**config.mk**
```make
export PLATFORM = sky130hd
export DESIGN_NAME = if_stage
export DESIGN_NICKNAME = d
export VERILOG_FILES = /design/src/rtl/if_stage.sv
export SDC_FILE = /design/constraint.sdc
export NUM_CORES = 1
export LEC_CHECK = 0
export ABC_AREA = 1
export BUFFER_PORTS_ARGS = -buffer_cell sky130_fd_sc_hd__clkbuf_2
export CAP_MARGIN = 10
export CORE_ASPECT_RATIO = 1.5
export CORE_MARGIN = 5
export CORE_UTILIZATION = 49
export DETAILED_ROUTE_END_ITERATION = 12
export PLACE_DENSITY = 0.83
export SLEW_MARGIN = 0
export SYNTH_ARGS = -nofsm -noshare
export SYNTH_HDL_FRONTEND = slang
export SYNTH_SLANG_ARGS = --single-unit
export TNS_END_PERCENT = 1
```
**constraint.sdc**
```tcl
create_clock -name clock -period 2.55 [get_ports clock]
set_clock_uncertainty 0.05 [all_clocks]
set_input_delay 0.255 -clock clock [delete_from_list [all_inputs] [get_ports clock]]
set_output_delay 0.255 -clock clock [all_outputs]
set_load 0.005 [all_outputs]
```
**src/rtl/if_stage.sv**
```systemverilog
// Instruction-fetch stage: owns the PC, runs the imem req/ack handshake
// and holds the IF/ID register consumed by decode.
module if_stage #(
   parameter int unsigned         PC_WIDTH  = 8,
   parameter logic [PC_WIDTH-1:0] RESET_PC  = '0,
   parameter logic [31:0]         NOP_INSTR = 32'h0000_0013
) (
   input  logic                clock,
   input  logic                reset,
   input  logic                stall,
   input  logic                branch_taken,
   input  logic [PC_WIDTH-1:0] branch_target,
   output logic                imem_req,
   output logic [PC_WIDTH-1:0] imem_addr,
   input  logic [31:0]         imem_rdata,
   input  logic                imem_ack,
   output logic [PC_WIDTH-1:0] pc_out,
   output logic [31:0]         instruction,
   output logic                instr_valid
);

   typedef enum logic [1:0] {
      S_FETCH,
      S_HOLD,
      S_DRAIN
   } state_e;

   state_e              state_q;
   logic [PC_WIDTH-1:0] pc_q;
   logic [PC_WIDTH-1:0] pc_inc;
   logic [PC_WIDTH-1:0] pco_q;
   logic [31:0]         instr_q;
   logic                valid_q;
   logic [31:0]         buf_q;

   assign pc_inc = pc_q + PC_WIDTH'(4);

   // Request is gated by reset so memory sees nothing until release.
   assign imem_req    = ~reset & (state_q != S_HOLD);
   assign imem_addr   = pc_q;
   assign pc_out      = pco_q;
   assign instruction = instr_q;
   assign instr_valid = valid_q;

   always_ff @(posedge clock or posedge reset) begin
      if (reset) begin
         state_q <= S_FETCH;
         pc_q    <= RESET_PC;
         pco_q   <= '0;
         instr_q <= NOP_INSTR;
         valid_q <= 1'b0;
         buf_q   <= '0;
      end else if (branch_taken) begin
         pc_q    <= branch_target;
         instr_q <= NOP_INSTR;
         valid_q <= 1'b0;
         buf_q   <= '0;
         // An unacked request must still be absorbed before refetching.
         if (state_q != S_HOLD && !imem_ack)
            state_q <= S_DRAIN;
         else
            state_q <= S_FETCH;
      end else begin
         unique case (state_q)
            S_FETCH: begin
               if (imem_ack && !stall) begin
                  pco_q   <= pc_q;
                  instr_q <= imem_rdata;
                  valid_q <= 1'b1;
                  pc_q    <= pc_inc;
               end else if (imem_ack) begin
                  buf_q   <= imem_rdata;
                  state_q <= S_HOLD;
               end else if (!stall) begin
                  instr_q <= NOP_INSTR;
                  valid_q <= 1'b0;
               end
            end
            S_HOLD: begin
               if (!stall) begin
                  pco_q   <= pc_q;
                  instr_q <= buf_q;
                  valid_q <= 1'b1;
                  pc_q    <= pc_inc;
                  state_q <= S_FETCH;
               end
            end
            S_DRAIN: begin
               instr_q <= NOP_INSTR;
               valid_q <= 1'b0;
               if (imem_ack)
                  state_q <= S_FETCH;
            end
            default: begin
               state_q <= S_FETCH;
            end
         endcase
      end
   end

endmodule

```
## Yosys cells after proc, flatten, opt, wreduce, memory -nomap -nowiden

Cells that the tools add are included.

| storage, ports and cells | value |
|---|---|
| register bits after elaboration | 83 |
| input bits | 45 |
| logic and storage cells | 68 |

| operators by class | value |
|---|---|
| add/sub/neg operators | 1 |
| eq/ne operators | 13 |
| muxes and demuxes | 30 |
| bitwise operators | 3 |
| reduce and logical (&&, ||, !) cells | 15 |

Operator list:

| kind | count |
|---|---|
| 32-bit two-way mux | 9 |
| 32-bit case mux with 3 select lines | 1 |
| 8-bit two-way mux | 5 |
| 8-bit case mux with 2 select lines | 2 |
| 3-bit != test (second input constant) | 5 |
| 2-bit two-way mux | 6 |
| 4-bit AND reduction | 3 |
| 8-bit by 3-bit adder with 8-bit output (second input constant) | 1 |
| 4-bit != test (second input constant) | 2 |
| 2-bit != test (second input constant) | 3 |
| 2-bit case mux with 3 select lines | 1 |
| 3-bit AND reduction | 2 |
| 2-bit nonzero test | 3 |
| 1-bit two-way mux | 5 |
| 4-bit nonzero test | 1 |
| 1-bit case mux with 3 select lines | 1 |
| 3-bit nonzero test | 1 |
| 2-bit by 1-bit == test with 1-bit output (second input constant) | 1 |
| 2-bit == test (second input constant) | 1 |
| 1-bit logical AND | 2 |
| 1-bit zero test | 2 |
| 2-bit zero test | 1 |
| 2-bit by 1-bit != test with 1-bit output (second input constant) | 1 |
| 1-bit NOT | 2 |
| 1-bit AND | 1 |

## Depth between registers and ports, before layout

Gate-level depths: netlist of the first run.

| logic depth | value |
|---|---|
| word-level depth | 5 |
| mapped depth | 10 |
| gate-level depth less buffers | 9 |

## Worst setup path after synthesis of the first run

No wires, ideal clock.

| timing path | value |
|---|---|
| path type | reg2reg |
| start | register state_q[0] |
| end | register instr_q[2], in the netlist instruction[2] |
| setup time | 65 ps |
| arrival time | 1499 ps |
| setup slack | 936 ps |
| stages on the path, launching flop included | 9 |
| path buffers | 1 |
| period minus slack after synthesis | 1614 ps |
| cells stage by stage | dfrtp_1 inv_1 ha_1 inv_1 buf_1 nand3_1 o21ai_0 nand3_1 nand2_1 |

| on the way | value |
|---|---|
| cells in the longest elaborated chain, start to end | 3 |
| elaborated cells between the ends (all ways) | 10 |

Ends and longest elaborated chain:

| what | RTL line | text |
|---|---|---|
| start: declaration | 28 | `state_e state_q;` |
| start signal: assignment | 47 | `state_q <= S_FETCH;` |
| start signal: assignment | 60 | `state_q <= S_DRAIN;` |
| start signal: assignment | 62 | `state_q <= S_FETCH;` |
| 2-bit by 1-bit == test with 1-bit output, or another cell as far along | 64 | `unique case (state_q)` |
| 3-bit != test (no line), or another cell as far along | n/a |  |
| 4-bit AND reduction (no line) / 32-bit two-way mux (equally long branches) | n/a |  |
| end signal: assignment | 68 | `instr_q <= imem_rdata;` |
| end signal: assignment | 82 | `instr_q <= buf_q;` |
| end: declaration | 32 | `logic [31:0] instr_q;` |

Parallel ways exist; a longest one is shown, timed or not.
A chain may end at the register's enable or synchronous reset.

## Worst setup path in the final report of the first run

| timing path | value |
|---|---|
| start | register state_q[1] |
| end | register instr_q[2], in the netlist instruction[2] |

The elaborated chain is that of the path after synthesis.

==> impl_metrics.csv, run 1 <==
group,metric,value,unit
worst_hold_path,min_path_type,"in2reg",
sta,period_needed,2.04,ns
final_layout,area_growth,20.5,%
floorplanning,initial_core_util,0.507,
floorplanning,ios,95,
clock_network,cts_resized,0,
floorplanning,num_rows,40,
logic_synthesis,syn_avg_cell_area,8.21,sq um
grt,grt_pass1_vias,3814,
sta,setup_viol,0,
logic_synthesis,yosys_warnings,0,
detailed_routing,dr.pass1.iters,5,
logic_synthesis,synthAdderAreaFrac,0.0184,
critical_path,max_stage_delay,0.39,ns
sta,tightest_slew,0.692,ns
final_layout,antenna-diode-count,0,
sta,fin_tns_setup,0,ns
clock_network,h-tree-depth,3,
sta,max_freq,491,MHz
clock_network,cts_root_buffer,"clkbuf_16",
critical_path,crit_arrival,2.26,ns
floorplanning,die_h,122,um
sta,hold_viol,0,
logic_synthesis,synth_compound_area_frac,0.117,
logic_synthesis,yosys-top-cells-area,"dfrtp_1, nand2_1, nand3_1",
power,power_density,961,mW/mm^2
clock_network,insertion_delay,0.34,ns
grt,grt_use_total,0.213,
clock_network,path_clk_slew,0.06,ns
logic_synthesis,synthXorXnorAreaFrac,0,
critical_path,worstSetupEndpointType,"flop",
power,cellLeakagePower,2.55,nW
logic_synthesis,yosys.area.top_type_share,0.490,
logic_synthesis,synth-async-reset-ratio,1.00,
grt,grt-ovfl-total,0,
detailed_routing,drc,0,
detailed_routing,wire_per_inst,14.9,um
logic_synthesis,synth_ff_type,"dfrtp_1",
logic_synthesis,ys_top_cells_by_count,"nand2_1, nand3_1, dfrtp_1, o21ai_0, inv_1",
critical_path,timing.critical_path.mode_cell,"nand2_1",
clock_network,cts_hold_buf,1,
critical_path,critPathRequiredTime,2.78,ns
placed_design,hpwl,7340,um
detailed_routing,vias,3751,
sta,period_share,0.799,
sta,maxSlewViolCount,0,
clock_network,post_cts_buffers,0,
final_layout,nets,636,
placed_design,portBuffers,94,
critical_path,cp_cell_sequence,"inv_1, ha_1, nand2_1, buf_4, o21ai_0, nand3_1, nand2_1",
detailed_routing,routed_wl,10300,um
logic_synthesis,synth_simple_gate_area_frac,0.261,
logic_synthesis,synth_top_area_cell,"dfrtp_1",
logic_synthesis,yosysMostFrequentCell,"nand2_1",
logic_synthesis,ys_ff_latch,83,
final_layout,drive_gt1_frac,0.242,
logic_synthesis,muxShareOfSynthArea,0,
logic_synthesis,ys_seq_area_frac,0.509,
grt,antenna_found_initial,0,
power,vdd_drop_max,0.000687,V
clock_network,cts_tree,"yes",
detailed_routing,drt_iter0_drc,382,
logic_synthesis,netlist_area,0.00409,sq mm
floorplanning,dieArea,0.0103,sq mm
flow_run,cap_violations,0,
outcome,status,"complete, no violations",
critical_path,crit_fanout,16,
clock_network,numCtsBuffers,9,
sta,maxSlewHeadroom,0.538,
logic_synthesis,syn_nets,549,
detailed_routing,postRouteAntennaNets,0,
critical_path,path_class,"reg2reg",
clock_network,clkSinkCount,83,
floorplanning,die_x,84.6,um
logic_synthesis,synth_edf_count,0,
grt,grt_pass1_wl,17800,um
critical_path,cp_slowest_cell,"dfrtp_1",
placed_design,place_congestion,0.875,
logic_synthesis,yosysUniqueCellTypes,28,
power,power,4.73,mW
sta,rsz0062_at_grt,"false",
critical_path,cp-start-kind,"flop",
logic_synthesis,netlist_instances,498,
logic_synthesis,synth_top_family_by_area,"simple AND/OR/NAND/NOR gates",
floorplanning,core,0.00806,sq mm
grt,grt_max_degree,47,
clock_network,cts.path.max_buffers,2,
detailed_routing,post_drt_via_cell_ratio,5.40,
-- routing by layer --
layer / up-vias / GRT usage / share of wire
li1: 1787 / - / -
met1: 1761 / 0.261 / 0.40
met2: 180 / 0.353 / 0.51
met3: 23 / 0.0589 / 0.077
met4: 0 / 0.0851 / 0.021
met5: - / 0 / 0
-- flip-flops by register name, summed over array words and instances, names as in the netlist --
name and flops:
buf_q 32, instruction 32, imem_addr 8, instr_valid 1, state_q 2, pc_out 8
-- power breakdown --
| group | switching (mW) | total [mW] | internal [mW] |
|---|---|---|---|
| Combinational | 1.03 | 1.56 | 0.532 |
| Sequential | 0.179 | 1.76 | 1.58 |
| Clock | 0.498 | 1.41 | 0.913 |
| Total | 1.70 | 4.73 | 3.02 |
-- placed cells by master, fill, tap and decap left out, drive strengths merged --
| cell type | count |
|---|---|
| or2 | 2 |
| o211ai | 1 |
| dlygate4sd3 | 1 |
| inv | 49 |
| bufinv | 2 |
| dfstp | 3 |
| clkinv | 1 |
| buf | 11 |
| nand4 | 1 |
| a21oi | 5 |
| nor2 | 12 |
| nand3 | 92 |
| clkbuf | 108 |
| o21ai | 81 |
| dfrtp | 80 |
| ha | 6 |
| o31ai | 1 |
| nand2 | 134 |
-- worst paths after layout --
path	slack (ns)	cells past startpoint	start	to
setup / recovery	0.51	7	state_q[1]	instruction[2]
hold / removal	0.08	3	branch_target[1]	imem_addr[1]
setup reg to reg	0.51	7	state_q[1]	instruction[2]
hold reg to reg	0.42	2	instruction[26]	instruction[26]
max in group asynchronous	1.21	4	reset	instruction[1]
min in group asynchronous	0.51	3	reset	pc_out[1]
-- cell type report --
cell class              instances  area, sq um
multi-input cells             335         1620
flip-flops and latches         83         2080
clock inverters                 2         60.1
clock buffers                  14          264
inverters                      50          191
well taps                     105          131
repair buffers                106          576
fillers                       694         3140
-- stage by stage --
stage / cells / util / hold WS [ns] / cell area (sq um) / worst slack [ns]
floorplan: 498 / - / 0.303 / 4090 / 0.113
detailed placement: 678 / 0.569 / 0.331 / 4590 / 0.554
global placement: 678 / 0.569 / 0.309 / 4590 / 0.705
CTS: 695 / 0.611 / 0.0697 / 4920 / 0.530
global route: 695 / 0.611 / 0.0990 / 4920 / 0.335
finish: 695 / 0.611 / 0.0770 / 4920 / 0.513
-- worst max-delay path: cells and delay by family, from the launching register on --
family	cells	cell delay (ns)
adders and majority gates	1	0.35
AOI/OAI and AO/OA	1	0.20
buffers and inverters	2	0.45
and+or+nand+nor	3	0.54
DFF	1	0.39
-- cells by family (layout without fill, tap and decap cells) --
kind of cell    after synthesis  in the layout
flops                        83             83
buf+inv                      80            172
compound gates               88             88
simple gates                241            241
fa+ha+maj                     6              6
(Power assumes the default switching activity.)
==> inputs of run 2 (changes only) <==
--- a/config.mk
+++ b/config.mk
@@ -10,9 +10,9 @@
 export CAP_MARGIN = 10
 export CORE_ASPECT_RATIO = 1.5
 export CORE_MARGIN = 5
-export CORE_UTILIZATION = 49
+export CORE_UTILIZATION = 54
 export DETAILED_ROUTE_END_ITERATION = 12
-export PLACE_DENSITY = 0.83
+export PLACE_DENSITY = 0.86
 export SLEW_MARGIN = 0
 export SYNTH_ARGS = -nofsm -noshare
 export SYNTH_HDL_FRONTEND = slang
==> constraint.sdc (replaced) <==
create_clock -name clock -period 2.02 [get_ports clock]
set_clock_uncertainty 0.05 [all_clocks]
set_input_delay 0.202 -clock clock [delete_from_list [all_inputs] [get_ports clock]]
set_output_delay 0.202 -clock clock [all_outputs]
set_load 0.005 [all_outputs]
==> impl_metrics.csv, run 2 (synthesized netlist as in run 1, its figures left out) <==
group,metric,value,unit
clock_network,insertion_delay,0.34,ns
critical_path,crit_arrival,2.10,ns
final_layout,final.fill_count,634,
placed_design,hpwl,7360,um
detailed_routing,route.met2.wl,5560,um
detailed_routing,routed_wl,10700,um
critical_path,cp-start-kind,"flop",
final_layout,antenna-diode-count,0,
critical_path,critPathRequiredTime,2.24,ns
clock_network,post_cts_buffers,0,
flow_run,cap_violations,0,
final_layout,final-seq-area,0.00208,sq mm
critical_path,max_stage_delay,0.40,ns
sta,period_needed,1.88,ns
sta,tightest_slew,0.540,ns
power,clockPowerShare,0.275,
clock_network,cts_root_buffer,"clkbuf_16",
power,p_comb_frac,0.353,
detailed_routing,post_drt_via_cell_ratio,5.49,
grt,antenna_found_initial,0,
floorplanning,dieArea,0.00944,sq mm
grt,grt_pass1_vias,3783,
detailed_routing,top_layer_used,"met4",
grt,grt-ovfl-total,0,
floorplanning,num_rows,39,
clock_network,h-tree-depth,3,
detailed_routing,drt_iter0_drc,337,
clock_network,clkSinkCount,83,
critical_path,critPathLaunch,"state_q[0]",
floorplanning,ios,95,
clock_network,numCtsBuffers,9,
sta,maxSlewViolCount,0,
power,p_switching,2.25,mW
worst_hold_path,min_from,"branch_target[0]",
power,power_density,1210,mW/mm^2
final_layout,layout_commonest_cell,"nand2_1",
critical_path,r2r-start,"state_q[0]",
floorplanning,die_h,117,um
detailed_routing,wl_met3,703,um
detailed_routing,vias,3822,
grt,grt_max_degree,45,
final_layout,area_growth,21.5,%
detailed_routing,wl_met1,4100,um
critical_path,cp_slowest_cell,"dfrtp_1",
critical_path,path_class,"reg2reg",
detailed_routing,drc,0,
clock_network,cts.path.max_buffers,2,
power,power.share.switching,0.374,
final_layout,drive_gt1_frac,0.247,
final_layout,final_cell_mix,"nand2_1, clkbuf_2, nand3_1, dfrtp_1, o21ai_0",
power,vdd_drop_max,0.000812,V
placed_design,portBuffers,94,
placed_design,place_congestion,0.884,
grt,grt_pass1_wl,17300,um
power,power,6.01,mW
clock_network,cts_tree,"yes",
power,cellLeakagePower,2.56,nW
grt,grt_use_total,0.239,
sta,setup_viol,0,
sta,rsz0062_at_grt,"false",
outcome,status,"complete, no violations",
detailed_routing,postRouteAntennaNets,0,
placed_design,dpl_worst_slack,0.107,ns
critical_path,crit_fanout,9,
final_layout,multi_input_area,0.00163,sq mm
floorplanning,core,0.00751,sq mm
floorplanning,die_x,81.0,um
sta,maxSlewHeadroom,0.640,
power,p_int,3.76,mW
sta,finalWorstSetupSlack,0.141,ns
worst_hold_path,min_path_type,"in2reg",
power,seqPwrFrac,0.371,
sta,fin_tns_setup,0,ns
final_layout,nets,640,
floorplanning,initial_core_util,0.544,
detailed_routing,dr.pass1.iters,5,
critical_path,worstSetupEndpointType,"flop",
detailed_routing,wire_per_inst,15.3,um
critical_path,cp_cell_sequence,"inv_1, ha_1, inv_1, buf_4, nand3_1, o21ai_0, nand2_1, nand2_1",
sta,max_freq,532,MHz
sta,period_share,0.930,
sta,hold_viol,0,
clock_network,path_clk_slew,0.06,ns
## run 2: cell types whose count changed in the layout (fill, tap and decap cells not counted)
cell and delta:
inv_4 -1, clkinvlp_4 +1, bufinv_16 -1, buf_12 +2, nand3_2 -1, nand3_4 +1
buf_4 +2, inv_8 +1
## run 2: layout make-up
cell class	count	area share
Sequential cell	83	0.419
Multi-Input combinational cell	335	0.328
Timing Repair Buffer	110	0.127
Clock buffer	14	0.0532
Inverter	50	0.0401
Tap cell	102	0.0257
Clock inverter	2	0.00706
## run 2: metrics by stage
stage	cells	hold WS (ns)	area [sq um]	util
finish	696	0.0240	4960	0.661
global placement	679	0.318	4640	0.618
detailed placement	679	0.330	4640	0.618
floorplan	498	0.250	4090	-
CTS	696	0.0217	4950	0.659
global route	696	0.0444	4960	0.661
## run 2: path summary, 6_finish.rpt
path	end	slack [ns]	depth (start not counted)
worst min-delay path	imem_addr[0]	0.02	3
worst max-delay path	instruction[22]	0.14	8
min in group asynchronous	imem_addr[0]	0.53	4
worst max register to register	instruction[22]	0.14	8
worst min register to register	instruction[26]	0.42	2
max in group asynchronous	instruction[1]	0.99	4
## run 2: power by group through the flow
stage / registers (mW) / clock network [mW] / logic (mW)
2_1_floorplan: 2.22 / 0 / 1.38
3_3_place_gp: 2.24 / 0 / 1.99
3_5_place_dp: 2.25 / 0 / 2.08
4_1_cts: 2.23 / 1.67 / 2.10
5_1_grt: 2.27 / 1.76 / 2.36
6_report: 2.23 / 1.65 / 2.12
## run 2: critical path, delay by kind of cell (launching register included)
family	cells	cell delay, ns
compound gates	1	0.12
fa+ha+maj	1	0.40
buf+inv	3	0.58
flops	1	0.40
simple gates	3	0.26
## run 2: per-layer routing
layer,GRT usage,up-vias
met1,0.277,1834
met3,0.0556,31
met5,0,-
met4,0.131,0
li1,-,1799
met2,0.404,158
## run 2: repair_timing
| item | 4_1_cts | 5_1_grt |
|---|---|---|
| endpoints found under the setup margin | 0 | 40 |
| hold buffers | 1 | 0 |
| endpoints found under the hold margin | 40 | 0 |
| resized for setup | 0 | 3 |
==> inputs of run 3 (changes only) <==
--- a/config.mk
+++ b/config.mk
@@ -5,7 +5,6 @@
 export SDC_FILE = /design/constraint.sdc
 export NUM_CORES = 1
 export LEC_CHECK = 0
-export ABC_AREA = 1
 export BUFFER_PORTS_ARGS = -buffer_cell sky130_fd_sc_hd__clkbuf_2
 export CAP_MARGIN = 10
 export CORE_ASPECT_RATIO = 1.5
==> constraint.sdc (replaced) <==
create_clock -name clock -period 2.02 [get_ports clock]
set_clock_uncertainty 0.05 [all_clocks]
set_input_delay 0.101 -clock clock [delete_from_list [all_inputs] [get_ports clock]]
set_output_delay 0.101 -clock clock [all_outputs]
set_load 0.005 [all_outputs]
==> impl_metrics.csv, run 3 <==
group,metric,value,unit
critical_path,crit_arrival,2.13,ns
logic_synthesis,syn_nets,445,
worst_hold_path,min_from,"branch_target[3]",
logic_synthesis,syn_avg_cell_area,10.3,sq um
final_layout,nets,578,
final_layout,final.fill_count,490,
sta,hold_viol,0,
flow_run,cap_violations,0,
floorplanning,initial_core_util,0.559,
final_layout,area_growth,30.6,%
logic_synthesis,synth_top_area_cell,"dfrtp_1",
detailed_routing,drc,0,
logic_synthesis,synth_ff_type,"dfrtp_1",
final_layout,final_cell_mix,"clkbuf_2, dfrtp_1, nand2_1, a21oi_1, dlygate4sd3_1",
power,cellLeakagePower,2.35,nW
floorplanning,die_h,116,um
sta,fin_tns_setup,0,ns
logic_synthesis,yosysMostFrequentCell,"dfrtp_1",
critical_path,cp-start-kind,"flop",
placed_design,portBuffers,94,
floorplanning,core,0.00727,sq mm
clock_network,numCtsBuffers,9,
critical_path,max_stage_delay,0.39,ns
detailed_routing,dr.pass1.iters,5,
sta,period_share,0.960,
clock_network,cts_root_buffer,"clkbuf_8",
sta,rsz0062_at_grt,"true",
logic_synthesis,yosys-top-cells-area,"dfrtp_1, a211oi_2, a21oi_1",
floorplanning,dieArea,0.00940,sq mm
critical_path,cp_slowest_cell,"dfrtp_1",
critical_path,critPathBufInv,2,
detailed_routing,post_drt_via_cell_ratio,5.82,
logic_synthesis,netlist_area,0.00406,sq mm
critical_path,critPathLaunch,"state_q[1]",
logic_synthesis,synth_edf_count,0,
logic_synthesis,synth-async-reset-ratio,1.00,
grt,grt_pass1_vias,3738,
grt,grt_max_degree,40,
clock_network,cts.path.max_buffers,2,
floorplanning,num_rows,38,
logic_synthesis,ys_seq_area_frac,0.512,
logic_synthesis,ys_ff_latch,83,
clock_network,clkSinkCount,83,
sta,period_needed,1.94,ns
sta,setup_viol,0,
sta,maxSlewHeadroom,0.544,
outcome,status,"complete, no violations",
logic_synthesis,yosysUniqueCellTypes,42,
grt,antenna_found_initial,0,
placed_design,place_congestion,0.807,
grt,grt_use_total,0.240,
clock_network,insertion_delay,0.36,ns
sta,maxSlewViolCount,0,
grt,grt-ovfl-total,0,
detailed_routing,drt_iter0_drc,344,
final_layout,final_area,0.00531,sq mm
critical_path,path_class,"reg2reg",
floorplanning,die_x,80.8,um
placed_design,hpwl,7310,um
clock_network,h-tree-depth,3,
final_layout,antenna-diode-count,0,
logic_synthesis,yosys_warnings,0,
grt,grt_pass1_wl,17400,um
power,vdd_drop_max,0.000599,V
detailed_routing,wire_per_inst,17.2,um
sta,holdWs,0.0259,ns
power,power_density,1000,mW/mm^2
worst_hold_path,min_path_type,"in2reg",
sta,tightest_slew,0.683,ns
critical_path,cp_cell_sequence,"inv_1, ha_1, o2bb2ai_1, a211oi_4, buf_12, mux2_2",
detailed_routing,vias,3680,
critical_path,worstSetupEndpointType,"flop",
final_layout,drive_gt1_frac,0.342,
placed_design,post_dp_cell_area,0.00473,sq mm
logic_synthesis,ys_top_cells_by_count,"dfrtp_1, a21oi_1, nand2_1, a22oi_1, a211oi_2",
detailed_routing,routed_wl,10900,um
sta,max_freq,516,MHz
logic_synthesis,netlist_instances,394,
critical_path,critPathRequiredTime,2.21,ns
logic_synthesis,yosys.area.top_type_share,0.493,
critical_path,r2r-start,"state_q[1]",
final_layout,layout_commonest_cell,"clkbuf_2",
detailed_routing,postRouteAntennaNets,0,
clock_network,cts_tree,"yes",
critical_path,critPathTopFamily,"compound AO/OA/AOI/OAI gates",
clock_network,path_clk_slew,0.08,ns
floorplanning,ios,95,
critical_path,crit_fanout,8,
## run 3: cell families after synthesis
group | count (synthesis) | synth area share
fa+ha+maj | 6 | 0.0185
flops | 83 | 0.512
buf+inv | 45 | 0.0517
simple gates | 96 | 0.104
mux | 13 | 0.0354
compound gates | 151 | 0.279
## run 3: cell type report
type / instances / area [sq um] / share of cell area
Multi-Input combinational cell: 266 / 1780 / 0.336
Sequential cell: 83 / 2080 / 0.392
Inverter: 8 / 33.8 / 0.00636
Tap cell: 100 / 125 / 0.0236
Clock buffer: 14 / 163 / 0.0306
Clock inverter: 2 / 10.0 / 0.00189
Timing Repair Buffer: 159 / 1110 / 0.209
## run 3: repair_timing
action                                  in CTS  in global routing
gates resized for setup                      0                  1
hold buffers                                40                  0
setup buffers                                0                  0
hold endpoints to repair                    64                  0
endpoints found under the setup margin       0                  2
## run 3: worst register-to-register path, delay by kind of cell, from the launching register on
family,cells,cell delay [ns]
adder cells (fa/ha/maj),1,0.32
multiplexers,1,0.33
AO/OA/AOI/OAI,2,0.43
flip-flops,1,0.39
buffers and inverters,2,0.30
## run 3: power breakdown
group,internal [mW],switching [mW],total [mW]
registers,2.00,0.219,2.22
clock network,0.512,0.559,1.07
logic,0.926,1.10,2.02
total,3.44,1.88,5.31
## run 3: per-stage QoR
stage,instances,power [mW],util,worst slack (ns)
global placement,576,4.10,0.650,0.211
floorplan,394,3.44,-,0.116
CTS,632,5.32,0.729,0.0831
finish,632,5.31,0.730,0.0814
global route,632,5.60,0.730,-0.00369
detailed placement,576,4.19,0.650,0.0958
## run 3: metal layers
layer	vias up	track usage	part of all wire
li1	1690	-	-
met3	25	0.0432	0.057
met5	-	0	0
met1	1808	0.281	0.38
met2	157	0.422	0.53
met4	0	0.108	0.025
## run 3: worst paths after layout
| path | to | slack, ns | depth (start not counted) |
|---|---|---|---|
| setup / recovery | pc_out[3] | 0.08 | 6 |
| setup reg to reg | pc_out[3] | 0.08 | 6 |
| min in group asynchronous | pc_out[6] | 0.35 | 3 |
| hold / removal | imem_addr[3] | 0.03 | 3 |
| hold reg to reg | pc_out[7] | 0.46 | 1 |
| max in group asynchronous | buf_q[21] | 0.82 | 4 |
